===== src/rtl/char_feeder_pkg.sv =====
// rtl/char_feeder_pkg.sv - shared code constants, FSM encoding and filter helpers
//
// Purpose : character codes recognised by the feeder's input filter, the
//           emitter FSM state type, and the keep/remap helper functions.
// Ports   : none (package).
// Options : ECHO_EN is not used here; see char_stream_feeder.sv.

package char_feeder_pkg;

   localparam logic [6:0] CODE_NUL      = 7'h00;
   localparam logic [6:0] CODE_LF       = 7'h0A;
   localparam logic [6:0] CODE_BS       = 7'h08;
   localparam logic [6:0] CODE_CR       = 7'h0D;
   localparam logic [6:0] CODE_BKSP_SCR = 7'h5C;
   localparam logic [6:0] CODE_CLR      = 7'h7F;
   localparam logic [6:0] CODE_CLR2     = 7'h2F;

   typedef enum logic [1:0] {
      ST_IDLE   = 2'd0,
      ST_STROBE = 2'd1,
      ST_GAP    = 2'd2
   } state_e;

   // NUL and LF never reach the screen; everything else (CR, CLR, CLR2
   // included) is forwarded.
   function automatic logic char_keep(input logic [6:0] code);
      return (code != CODE_NUL) && (code != CODE_LF);
   endfunction

   // Host backspace becomes the screen's own backspace code.
   function automatic logic [6:0] char_map(input logic [6:0] code);
      return (code == CODE_BS) ? CODE_BKSP_SCR : code;
   endfunction

endpackage


===== src/rtl/char_stream_feeder_sync_fifo.sv =====
// rtl/char_stream_feeder_sync_fifo.sv - synchronous FIFO with occupancy count
//
// Purpose : single-clock FIFO, dout shows the head entry combinationally so
//           the consumer can register it on the same edge it pops.
// Ports   : clk, reset_n (async, active-low)
//           wr_en/din   - write request; accepted when not full, or when a
//                         pop happens in the same cycle
//           rd_en/dout  - pop request (ignored when empty) / head entry
//           full, empty, level - status, level is 0..DEPTH

module sync_fifo #(
   parameter int WIDTH = 8,
   parameter int DEPTH = 16,
   localparam int PTR_W = $clog2(DEPTH)
) (
   input  logic             clk,
   input  logic             reset_n,
   input  logic             wr_en,
   input  logic [WIDTH-1:0] din,
   input  logic             rd_en,
   output logic [WIDTH-1:0] dout,
   output logic             full,
   output logic             empty,
   output logic [PTR_W:0]   level
);

   localparam logic [PTR_W-1:0] PTR_ONE  = PTR_W'(1);
   localparam logic [PTR_W:0]   LVL_ONE  = (PTR_W + 1)'(1);
   localparam logic [PTR_W:0]   LVL_FULL = (PTR_W + 1)'(DEPTH);

   logic [WIDTH-1:0] mem [DEPTH];
   logic [PTR_W-1:0] wr_ptr_q, wr_ptr_d;
   logic [PTR_W-1:0] rd_ptr_q, rd_ptr_d;
   logic [PTR_W:0]   level_q, level_d;
   logic             do_wr, do_rd;

   assign full  = (level_q == LVL_FULL);
   assign empty = (level_q == '0);
   assign level = level_q;
   assign dout  = mem[rd_ptr_q];

   // A pop in the same cycle frees a slot, so a write into a full FIFO
   // still succeeds then.
   assign do_rd = rd_en && !empty;
   assign do_wr = wr_en && (!full || do_rd);

   always_comb begin
      wr_ptr_d = wr_ptr_q;
      rd_ptr_d = rd_ptr_q;
      level_d  = level_q;
      if (do_wr) wr_ptr_d = wr_ptr_q + PTR_ONE;
      if (do_rd) rd_ptr_d = rd_ptr_q + PTR_ONE;
      case ({do_wr, do_rd})
         2'b10:   level_d = level_q + LVL_ONE;
         2'b01:   level_d = level_q - LVL_ONE;
         default: level_d = level_q;
      endcase
   end

   always_ff @(posedge clk or negedge reset_n) begin
      if (!reset_n) begin
         wr_ptr_q <= '0;
         rd_ptr_q <= '0;
         level_q  <= '0;
      end else begin
         wr_ptr_q <= wr_ptr_d;
         rd_ptr_q <= rd_ptr_d;
         level_q  <= level_d;
      end
   end

   // Storage needs no reset: pointers define what is valid.
   always_ff @(posedge clk) begin
      if (do_wr) mem[wr_ptr_q] <= din;
   end

endmodule


===== src/rtl/char_stream_feeder.sv =====
// rtl/char_stream_feeder.sv - filters received bytes and emits gapped set strobes
//
// Purpose : buffers UART bytes, drops NUL/LF, remaps BS, and emits each
//           character as a one-cycle set strobe with at least GAP idle cycles
//           between strobes.
// Ports   : clk, reset_n (async, active-low)
//           rx_valid/rx_data - received byte {lang, code[6:0]}
//           clr_ovf          - clears the sticky overflow flag
//           set/data_out     - write strobe and character to the screen stage
//           fifo_level       - FIFO occupancy 0..DEPTH
//           overflow         - sticky, a kept byte was lost to a full FIFO
// Options : ECHO_EN adds tx_busy (in), tx_start/tx_data (out); pops wait for
//           tx_busy=0 and each strobe also starts an echo transmission.

module char_stream_feeder
   import char_feeder_pkg::*;
#(
   parameter int DEPTH = 16,
   parameter int GAP   = 4,
   localparam int PTR_W = $clog2(DEPTH)
) (
   input  logic           clk,
   input  logic           reset_n,
   input  logic           rx_valid,
   input  logic [7:0]     rx_data,
   input  logic           clr_ovf,
`ifdef ECHO_EN
   input  logic           tx_busy,
   output logic           tx_start,
   output logic [7:0]     tx_data,
`endif
   output logic           set,
   output logic [7:0]     data_out,
   output logic [PTR_W:0] fifo_level,
   output logic           overflow
);

   localparam int GAP_W = (GAP > 1) ? $clog2(GAP) : 1;
   localparam logic [GAP_W-1:0] GAP_LOAD = GAP_W'(GAP - 1);
   localparam logic [GAP_W-1:0] GAP_ONE  = GAP_W'(1);

   state_e           state_q, state_d;
   logic [GAP_W-1:0] gap_q, gap_d;
   logic [7:0]       data_q, data_d;
   logic             ovf_q, ovf_d;

   logic             wr_keep;
   logic [7:0]       wr_byte;
   logic             pop;
   logic             can_pop;
   logic [7:0]       fifo_dout;
   logic             fifo_full, fifo_empty;

   assign wr_keep = rx_valid && char_keep(rx_data[6:0]);
   assign wr_byte = {rx_data[7], char_map(rx_data[6:0])};

   sync_fifo #(
      .WIDTH (8),
      .DEPTH (DEPTH)
   ) u_fifo (
      .clk     (clk),
      .reset_n (reset_n),
      .wr_en   (wr_keep),
      .din     (wr_byte),
      .rd_en   (pop),
      .dout    (fifo_dout),
      .full    (fifo_full),
      .empty   (fifo_empty),
      .level   (fifo_level)
   );

`ifdef ECHO_EN
   assign can_pop = !fifo_empty && !tx_busy;
`else
   assign can_pop = !fifo_empty;
`endif

   always_comb begin
      state_d = state_q;
      gap_d   = gap_q;
      data_d  = data_q;
      pop     = 1'b0;
      case (state_q)
         ST_IDLE: begin
            if (can_pop) begin
               pop     = 1'b1;
               data_d  = fifo_dout;
               state_d = ST_STROBE;
            end
         end
         ST_STROBE: begin
            gap_d   = GAP_LOAD;
            state_d = ST_GAP;
         end
         ST_GAP: begin
            if (gap_q == '0) state_d = ST_IDLE;
            else             gap_d   = gap_q - GAP_ONE;
         end
         default: state_d = ST_IDLE;
      endcase
   end

   // A write that the FIFO refuses (full with no pop this cycle) is lost;
   // a fresh loss wins over a simultaneous clear.
   assign ovf_d = (wr_keep && fifo_full && !pop) || (ovf_q && !clr_ovf);

   always_ff @(posedge clk or negedge reset_n) begin
      if (!reset_n) begin
         state_q <= ST_IDLE;
         gap_q   <= '0;
         data_q  <= 8'h00;
         ovf_q   <= 1'b0;
      end else begin
         state_q <= state_d;
         gap_q   <= gap_d;
         data_q  <= data_d;
         ovf_q   <= ovf_d;
      end
   end

   // set is decoded from the state register so reset removes it at once.
   assign set      = (state_q == ST_STROBE);
   assign data_out = data_q;
   assign overflow = ovf_q;

`ifdef ECHO_EN
   assign tx_start = set;
   assign tx_data  = set ? data_q : 8'h00;
`endif

endmodule


===== config.mk =====
export PLATFORM = sky130hd
export DESIGN_NAME = char_stream_feeder
export DESIGN_NICKNAME = d
export VERILOG_FILES = /design/src/rtl/char_feeder_pkg.sv /design/src/rtl/char_stream_feeder_sync_fifo.sv /design/src/rtl/char_stream_feeder.sv
export SDC_FILE = /design/constraint.sdc
export NUM_CORES = 1
export LEC_CHECK = 0
export BUFFER_PORTS_ARGS = -buffer_cell sky130_fd_sc_hd__buf_4
export CORE_ASPECT_RATIO = 1.5
export CORE_MARGIN = 4
export CORE_UTILIZATION = 45
export DETAILED_ROUTE_END_ITERATION = 7
export GPL_TIMING_DRIVEN = 0
export SLEW_MARGIN = 10
export SYNTH_ARGS = -nofsm -noshare
export SYNTH_HDL_FRONTEND = slang
export SYNTH_HIERARCHICAL = 1
export SYNTH_SLANG_ARGS = --single-unit
export TNS_END_PERCENT = 20

===== constraint.sdc =====
create_clock -name clk -period 3.1 [get_ports clk]
set_input_delay 0.31 -clock clk [delete_from_list [all_inputs] [get_ports clk]]
set_output_delay 0.31 -clock clk [all_outputs]
set_load 0.01 [all_outputs]

==> flow_summary.json <==
{
  "io_pins": 27,
  "drt-wirelength-per-cell_um": 21.3,
  "drc": 0,
  "power_density_mw_per_mm2": 960,
  "tightest_slew_ps": 877,
  "overflow": 0,
  "fin_crit_sh_pct": 91.5,
  "dp_hpwl_um": 8860,
  "port_buffers": 26,
  "post_dp_cell_area_mm2": 0.00691,
  "cts-htree-levels": 4,
  "max_cap_viol_count": 0,
  "vias_per_cell": 5.41,
  "holdWs_ps": 187,
  "ff2ff_path_depth": 7,
  "die_h_um": 155,
  "ys.flop_type": "edfxtp_1",
  "grt.total_usage_pct": 17.3,
  "final_util_pct": 53.3,
  "slew_violations": 0,
  "fmax_ghz": 0.352,
  "final_cells": 614,
  "nNetsFinal": 431,
  "total_power_mw": 7.19,
  "place.gp.congestion": 0.747,
  "ff_latch_area_mm2": 0.00450,
  "die_area_mm2": 0.0164,
  "antenna_found_initial": 0,
  "synthesis.area_mm2": 0.00646,
  "clock_latency_ps": 420,
  "cp-end-kind": "flop",
  "die_x_um": 106,
  "stdcell_area_mm2": 0.00749,
  "core_mm2": 0.0141,
  "clockBufferDepth": 2,
  "grt_max_degree": 27,
  "multiInputGateArea_mm2": 0.00182,
  "cts_tree": "yes",
  "fin_skew_ps": 7.97,
  "cts_root_buf": "clkbuf_16",
  "dpl.cell_count": 579,
  "ys_warn_count": 6,
  "ys_seq_elements": 154,
  "postRouteAntennaNets": 0,
  "finalSetupTns_ps": 0,
  "hold_viol_final": 0,
  "finalSetupViolCount": 0,
  "synth_edf_count": 128,
  "initial_core_util_pct": 46.0,
  "holdPathStages": 3,
  "diodes": 0,
  "ys_types": 44,
  "relSlewSlack_pct": 41.3,
  "synthCells": 361,
  "status": "finished, final reports clean",
  "grt_setup_unrepaired": "no",
  "grt_pass1_wl_um": 20400,
  "rows": 53,
  "setup.worst_path.class": "flop to flop",
  "critical_path_required_ps": 3140,
  "drtPass1Iterations": 5,
  "path_clk_slew_ps": 70,
  "grt_pass1_vias": 3569,
  "p_leak_nw": 2.64,
  "syn_avg_cell_area_um2": 17.9,
  "crit_arrival_ps": 2880,
  "drive_above_1_share_pct": 26.5,
  "layout_setup_ws_ps": 262,
  "nFillCells": 1171,
  "start_kind": "flop",
  "drtIter0Drc": 202,
  "cts_buffers": 17,
  "worstPathMaxFanout": 8,
  "syn_nets": 383,
  "clock_sinks": 154,
  "num_vias": 3324,
  "syn_to_final_growth_pct": 15.9,
  "peakVddDrop_v": 0.000394,
  "finalCriticalPeriod_ps": 2840,
  "post-place-ws_ps": -505,
  "hold_path.class": "input pin to flop",
  "async_flop_share_pct": 16.9,
  "wl_um": 13100,
  "seq_area_frac_synth_pct": 69.6
}
-- kinds of logic after synthesis --
kind of cell    count (synthesis)  synth area share, %
simple gates                   75                 6.08
mux                            45                 14.0
compound gates                 35                 4.32
buf+inv                        32                 2.60
xor+xnor                       10                 1.36
flops                         154                 69.6
fa+ha+maj                      10                 2.05
-- metal layers --
layer  up-vias  part of all wire, %  track usage, %
met5         -                    0               0
met4         0                  2.3            7.10
met1      1706                   39            20.2
met3        17                  4.1            3.97
met2        83                   55            30.6
li1       1518                    -               -
-- report_power, final --
group	switching (mW)	internal, mW	total (mW)
registers	0.196	2.60	2.79
logic	1.31	1.19	2.51
clock network	0.855	1.03	1.89
total	2.36	4.82	7.19
-- cell usage after synthesis (2+ instances only) --
cell type	instances	area [µm²]
clkbuf_1	9	33.8
nand3_1	9	45.0
a21oi_1	4	20.0
nand2b_1	10	62.6
buf_1	2	7.51
o211ai_1	2	15.0
and2_1	2	12.5
mux4_2	21	473
a21o_1	2	15.0
mux4_1	11	289
nor2_1	19	71.3
nor2b_1	4	25.0
a22oi_1	16	120
a32o_1	3	30.0
buf_2	4	20.0
nand2_1	16	60.1
xnor2_1	9	78.8
inv_1	12	45.0
nor3_1	9	45.0
ha_1	9	113
edfxtp_1	128	3840
mux2i_1	2	20.0
mux2_2	10	113
dfrtp_1	26	651
buf_6	3	33.8
-- cells in the final DEF, fill, tap and decap left out, types with 5 or more instances in the layout --
cell type,count
nor2_1,18
nand2_1,16
clkbuf_1,9
mux2_2,10
edfxtp_1,128
nand2b_1,10
xnor2_1,9
clkbuf_16,17
buf_4,29
nor3_1,5
mux4_2,21
mux4_1,11
dfrtp_1,25
inv_1,12
ha_1,9
nand3_1,9
a22oi_1,16
-- critical path, cell delays in order (launching register included) --
cell and delay [ps]:
dfrtp_1 470, nor4_4 110, nand2b_1 150, inv_1 140, nor3_4 280, nand3b_1 290, nand2_1 260, nor2_1 740
-- area by class of cell --
type                       instances  area share, %
buffer                            20           1.64
clock buffer                      17           5.68
clock inverter                    15           1.57
inverter                          12          0.602
multi-input combinational        175           24.3
sequential                       154           60.0
tap                              192           3.21
timing repair buffer              29           2.94
-- state kept, by name (all words and copies together), names as in the netlist --
register         count
u_fifo/mem         128
data_out             8
u_fifo/wr_ptr_q      4
u_fifo/level         5
state_q              2
overflow             1
u_fifo/rd_ptr_q      4
gap_q                2
-- final timing paths --
kind	slack, ps	end	startpoint
max in group asynchronous	2460	u_fifo/level[4]	reset_n
worst min-delay path	190	overflow	clr_ovf
worst min register to register	500	u_fifo/wr_ptr_q[3]	u_fifo/wr_ptr_q[3]
worst max register to register	260	u_fifo/mem[12][2]	u_fifo/level[3]
min in group asynchronous	350	u_fifo/level[2]	reset_n
worst max-delay path	260	u_fifo/mem[12][2]	u_fifo/level[3]
-- repair_timing --
action | 4_1_cts | 5_1_grt
buffers inserted | 2 | 0
gates cloned | 0 | 0
setup endpoints to repair | 131 | 25
resized for setup | 3 | 1
endpoints found under the hold margin | 26 | 0
hold buffers | 1 | 0
pin swaps | 1 | 1
Power figures use the tool's default switching activity.
